**src/rtl/vga_timing_pkg.sv**
```systemverilog
// vga_timing_pkg -- shared 640x480@60 timing constants for the VGA timing
// generator and its axis counters.
//   coord_t          : 10-bit pixel coordinate
//   H_* / V_*        : porch/sync/visible widths and totals
//   *_SYNC_FIRST/LAST: inclusive sync windows as coordinates
package vga_timing_pkg;

  typedef logic [9:0] coord_t;

  localparam int unsigned H_VISIBLE = 640;
  localparam int unsigned H_FP      = 16;
  localparam int unsigned H_SYNC    = 96;
  localparam int unsigned H_BP      = 48;
  localparam int unsigned H_TOTAL   = H_VISIBLE + H_FP + H_SYNC + H_BP;

  localparam int unsigned V_VISIBLE = 480;
  localparam int unsigned V_FP      = 10;
  localparam int unsigned V_SYNC    = 2;
  localparam int unsigned V_BP      = 33;
  localparam int unsigned V_TOTAL   = V_VISIBLE + V_FP + V_SYNC + V_BP;

  localparam coord_t H_VIS_END     = coord_t'(H_VISIBLE);
  localparam coord_t V_VIS_END     = coord_t'(V_VISIBLE);
  localparam coord_t H_SYNC_FIRST  = coord_t'(H_VISIBLE + H_FP);
  localparam coord_t H_SYNC_LAST   = coord_t'(H_VISIBLE + H_FP + H_SYNC - 1);
  localparam coord_t V_SYNC_FIRST  = coord_t'(V_VISIBLE + V_FP);
  localparam coord_t V_SYNC_LAST   = coord_t'(V_VISIBLE + V_FP + V_SYNC - 1);

  function automatic logic in_window(coord_t c, coord_t first, coord_t last);
    return (c >= first) && (c <= last);
  endfunction

endpackage

```
**src/rtl/vga_axis_counter.sv**
```systemverilog
// vga_axis_counter -- one axis (H or V) of the raster position.
//   vga_clk : pixel clock
//   reset   : synchronous, active-high; clears count
//   inc     : advance by one this cycle
//   count   : current coordinate, 0..TOTAL-1
//   wrap    : inc is high and count is at TOTAL-1 (count returns to 0 next)
module vga_axis_counter
  import vga_timing_pkg::*;
#(
  parameter int unsigned TOTAL = 800
) (
  input  logic   vga_clk,
  input  logic   reset,
  input  logic   inc,
  output coord_t count,
  output logic   wrap
);

  localparam coord_t LAST = coord_t'(TOTAL - 1);

  assign wrap = inc && (count == LAST);

  always_ff @(posedge vga_clk) begin
    if (reset) begin
      count <= '0;
    end else if (wrap) begin
      count <= '0;
    end else if (inc) begin
      count <= count + coord_t'(1);
    end
  end

endmodule

```
**src/rtl/vga_timing_gen.sv**
```systemverilog
// vga_timing_gen -- 640x480@60 VGA raster timing generator (25 MHz pixel clock).
//   vga_clk     : pixel clock, all state on rising edge
//   reset       : synchronous, active-high
//   DrawX/DrawY : current pixel column/row
//   hs/vs       : active-low horizontal/vertical sync
//   blank       : 1 in the visible region
//   line_start  : one-cycle pulse on the first pixel of a line
//   frame_start : one-cycle pulse on the first pixel of a frame
//   frame_count : completed frames since reset, modulo 2^16
// Build option: define VGA_SYNC_DELAY_EN to delay hs/vs by one extra cycle,
// for downstream pipelines that register colour one cycle after the address.
module vga_timing_gen
  import vga_timing_pkg::*;
(
  input  logic        vga_clk,
  input  logic        reset,
  output logic [9:0]  DrawX,
  output logic [9:0]  DrawY,
  output logic        hs,
  output logic        vs,
  output logic        blank,
  output logic        frame_start,
  output logic        line_start,
  output logic [15:0] frame_count
);

  coord_t h_count, v_count;
  coord_t h_next, v_next;
  logic   h_wrap, v_wrap;
  logic   hs_q, vs_q;

  vga_axis_counter #(.TOTAL(H_TOTAL)) u_h_cnt (
    .vga_clk (vga_clk),
    .reset   (reset),
    .inc     (1'b1),
    .count   (h_count),
    .wrap    (h_wrap)
  );

  vga_axis_counter #(.TOTAL(V_TOTAL)) u_v_cnt (
    .vga_clk (vga_clk),
    .reset   (reset),
    .inc     (h_wrap),
    .count   (v_count),
    .wrap    (v_wrap)
  );

  // The decoded outputs are registered from the coordinate the counters are
  // about to load, so they appear in the same cycle as that DrawX/DrawY.
  always_comb begin
    h_next = h_wrap ? '0 : h_count + coord_t'(1);
    v_next = v_count;
    if (v_wrap) begin
      v_next = '0;
    end else if (h_wrap) begin
      v_next = v_count + coord_t'(1);
    end
  end

  assign DrawX = h_count;
  assign DrawY = v_count;

  always_ff @(posedge vga_clk) begin
    if (reset) begin
      hs_q        <= 1'b1;
      vs_q        <= 1'b1;
      blank       <= 1'b1;
      line_start  <= 1'b0;
      frame_start <= 1'b0;
      frame_count <= '0;
    end else begin
      hs_q        <= ~in_window(h_next, H_SYNC_FIRST, H_SYNC_LAST);
      vs_q        <= ~in_window(v_next, V_SYNC_FIRST, V_SYNC_LAST);
      blank       <= (h_next < H_VIS_END) && (v_next < V_VIS_END);
      // Pulses come from the wraps, so the reset cycle's 0,0 never pulses.
      line_start  <= h_wrap;
      frame_start <= v_wrap;
      frame_count <= frame_count + {15'd0, v_wrap};
    end
  end

`ifdef VGA_SYNC_DELAY_EN
  logic hs_d, vs_d;

  always_ff @(posedge vga_clk) begin
    if (reset) begin
      hs_d <= 1'b1;
      vs_d <= 1'b1;
    end else begin
      hs_d <= hs_q;
      vs_d <= vs_q;
    end
  end

  assign hs = hs_d;
  assign vs = vs_d;
`else
  assign hs = hs_q;
  assign vs = vs_q;
`endif

endmodule

```
**config.mk**
```make
export PLATFORM = sky130hd
export DESIGN_NAME = vga_timing_gen
export DESIGN_NICKNAME = d
export VERILOG_FILES = /design/src/rtl/vga_timing_pkg.sv /design/src/rtl/vga_axis_counter.sv /design/src/rtl/vga_timing_gen.sv
export SDC_FILE = /design/constraint.sdc
export NUM_CORES = 1
export LEC_CHECK = 0
export ABC_AREA = 1
export CAP_MARGIN = 20
export CORE_MARGIN = 2
export CORE_UTILIZATION = 50
export DETAILED_ROUTE_END_ITERATION = 7
export PLACE_DENSITY = 0.77
export SLEW_MARGIN = 20
export SYNTH_ARGS = -nofsm -noshare
export SYNTH_HDL_FRONTEND = slang
export SYNTH_SLANG_ARGS = --single-unit
```
**constraint.sdc**
```tcl
create_clock -name vga_clk -period 4.6 [get_ports vga_clk]
set_input_delay 0.46 -clock vga_clk [delete_from_list [all_inputs] [get_ports vga_clk]]
set_output_delay 0.46 -clock vga_clk [all_outputs]
set_load 0.01 [all_outputs]
```
==> results.py <==
metrics = {
    "cts": {
        "cts.repair.resized": 0,
        "path_clk_slew_ns": 0.08,
        "numCtsBuffers": 5,
        "cts_setup_buffers": 0,
        "clockBufferDepth": 2,
        "clock_sinks": 41,
        "clk_root_buffer_cell": "clkbuf_8",
        "htree_levels": 2,
        "worstSkewPairLatency_ns": 0.30,
        "cts_tree": "built",
        "cts.hold.buffers_added": 0,
    },
    "synthesis": {
        "synth_area_sq_um": 2207,
        "synth_nets": 337,
        "yosysSeqAreaShare_pct": 37.19,
        "synth_ff_type": "dfxtp_1",
        "syn_avg_cell_area_sq_um": 6.709,
        "synthArstFlopShare_pct": 0,
        "synth_cells": 329,
        "synth_edf_count": 0,
        "ys_ff_latch": 41,
        "yosysWarnings": 0,
        "synth_cell_types": 30,
    },
    "routing": {
        "viasPerCell": 4.972,
        "first_pass_iters": 4,
        "remaining_drc_errors": 0,
        "route.detailed.wl_per_inst_um": 11.00,
        "drt-initial-drc-count": 103,
        "via_count": 2128,
        "ant_nets": 0,
        "wl_um": 4709,
    },
    "setup_path": {
        "arrival_ns": 2.79,
        "cp_cell_sequence": "ha_1 -> nand3_1 -> nor2_2 -> nand2_1 -> nor2_2 -> ha_1 -> ha_1 -> nand2_1 -> inv_1 -> nand2_1 -> nor2_1 -> nand2_1 -> nor2_2 -> nand3_1 -> nand2_1 -> nor3b_1",
        "critical-path-max-stage-delay_ns": 0.38,
        "crit_type": "flip-flop to flip-flop",
        "worstSetupStartpointType": "flip-flop",
        "slowest_stage": "dfxtp_1",
        "endpoint_kind": "flip-flop",
        "worstPathMaxFanout": 5,
        "timing.critical_path.mode_cell": "nand2_1",
        "cp.required_ns": 4.82,
    },
    "run": {
        "max-cap-violations": 0,
    },
    "floorplanning": {
        "io_pins": 43,
        "die_y_um": 70.44,
        "die_area_sq_um": 4962,
        "initial_core_util_pct": 51.40,
        "die_w_um": 70.44,
        "rows": 24,
        "core-area_sq_um": 4294,
    },
    "global_routing": {
        "grt.total_usage_pct": 20.66,
        "grt_pass1_wl_um": 8245,
        "grt_pass1_vias": 1910,
        "overflow": 0,
        "grt_start_max_net_pins": 28,
        "grt_antenna_before_repair": 0,
    },
    "placed_design": {
        "portBuffers": 42,
        "gp_congestion": 0.8561,
        "post-dp-hpwl_um": 3516,
        "place_inst": 420,
        "place_ws_ns": 2.052,
    },
    "sta": {
        "fin_skew_ns": 0.01027,
        "setup_viol_count_final": 0,
        "slew_viol_final": 0,
        "post-route-min-period_ns": 2.571,
        "finalHoldViolations": 0,
        "fmax_mhz": 389.0,
        "fin_crit_sh_pct": 55.89,
        "tightest_slew_ns": 0.2947,
        "relSlewSlack_pct": 80.14,
        "timing.setup.tns_ns": 0,
        "finalWorstSetupSlack_ns": 2.029,
        "rsz0062_at_grt": "false",
    },
    "final_layout": {
        "syn2layout_area_growth_pct": 26.36,
        "diodes": 0,
        "final_core_util_pct": 64.95,
        "fin_cells": 428,
        "nets": 383,
        "nFillCells": 405,
        "drive_gt1_share_pct": 9.574,
    },
    "pwr": {
        "total_leakage_power_uw": 0.001123,
        "peakVddDrop_mv": 0.1778,
        "p_total_uw": 664.3,
        "powerDensity_nw_per_um2": 238.2,
    },
    "hold_path": {
        "holdCritPathClass": "flip-flop to flip-flop",
    },
    "status": {
        "outcome": "finished, final reports clean",
    },
}
## critical path, delay by kind of cell (launching register included)
family        cells  cell delay [ns]
fa+ha+maj         3             0.56
simple gates     12             1.48
flops             1             0.38
buf+inv           1             0.07
## cell usage in the layout, fill, tap and decap left out, types with 2 or more instances in the layout
cell / synthesis / routed
nor2_2: 7 / 7
clkbuf_8: 0 / 5
nor2_1: 53 / 53
nand4_1: 6 / 6
nor3b_1: 2 / 2
ha_1: 6 / 6
nand3_1: 21 / 21
dfxtp_1: 41 / 41
inv_1: 46 / 46
o21ai_1: 3 / 3
o21ai_0: 10 / 10
nor2_4: 3 / 3
nand3_4: 2 / 2
and3_1: 2 / 2
clkdlybuf4s50_1: 0 / 42
inv_2: 3 / 3
nor3_1: 11 / 11
nand2_1: 76 / 76
nand2_2: 10 / 10
a21oi_1: 13 / 13
## layer usage
layer | track usage (%) | routed length, um
met4 | 7.692 | 79
met2 | 31.55 | 2076
met3 | 5.051 | 197
met1 | 28.17 | 2356
met5 | 0 | 0
## synth_stat cells, types with 2 or more instances
cell,count,share of area [%]
nand3_1,21,4.8
nand2_2,10,2.8
o21ai_0,10,2.3
a21oi_1,13,2.9
inv_2,3,0.51
inv_1,46,7.8
and3_1,2,0.57
dfxtp_1,41,37
nand3_4,2,1.6
nor3b_1,2,0.68
ha_1,6,3.4
nand2_1,76,13
clkbuf_1,3,0.51
nor2_4,3,1.5
nor2_1,53,9.0
nand4_1,6,1.7
nor2_2,7,2.0
o21ai_1,3,0.68
nor3_1,11,2.5
## metrics by stage
step | hold slack [ns] | area (sq um)
after floorplan | 0.4957 | 2207
after CTS | 0.4948 | 2789
after global routing | 0.5138 | 2789
after global placement | 0.4693 | 2678
final | 0.4972 | 2789
after detailed placement | 0.4752 | 2678
## sequential cells by signal (all words and copies together) (netlist names)
register,count
frame_count,16
u_h_cnt.count,10
u_v_cnt.count,10
blank,1
frame_start,1
hs,1
line_start,1
vs,1
## path summary, 6_finish.rpt
kind	startpoint	end	slack [ns]	cells past startpoint
worst min-delay path	u_h_cnt.count[0]	u_h_cnt.count[0]	0.50	1
worst max register to register	u_h_cnt.count[1]	frame_count[10]	2.03	16
worst max-delay path	u_h_cnt.count[1]	frame_count[10]	2.03	16
worst min register to register	u_h_cnt.count[0]	u_h_cnt.count[0]	0.50	1
## layout make-up
cell class | instances | area (sq um) | area share, %
clock buffers | 6 | 72.57 | 2.602
clock inverters | 2 | 38.79 | 1.391
inverters | 50 | 187.7 | 6.729
multi-input cells | 234 | 1176 | 42.17
flip-flops and latches | 41 | 820.8 | 29.43
well taps | 52 | 65.06 | 2.333
repair buffers | 43 | 427.9 | 15.34
## power by group
part,internal [uW],switching (uW),leakage (uW)
sequential,357,2.39,0.000331
clock,163,124,0.0000554
combinational,7.57,11.0,0.000737
## kinds of logic after synthesis
family / Yosys count / synth area share [%]
adders and majority gates: 6 / 3.401
xor gates and xnor gates: 1 / 0.3969
DFF: 41 / 37.19
and+or+nand+nor: 198 / 42.52
AOI/OAI and AO/OA: 29 / 6.973
buffers and inverters: 54 / 9.524
Power figures use the tool's default switching activity.
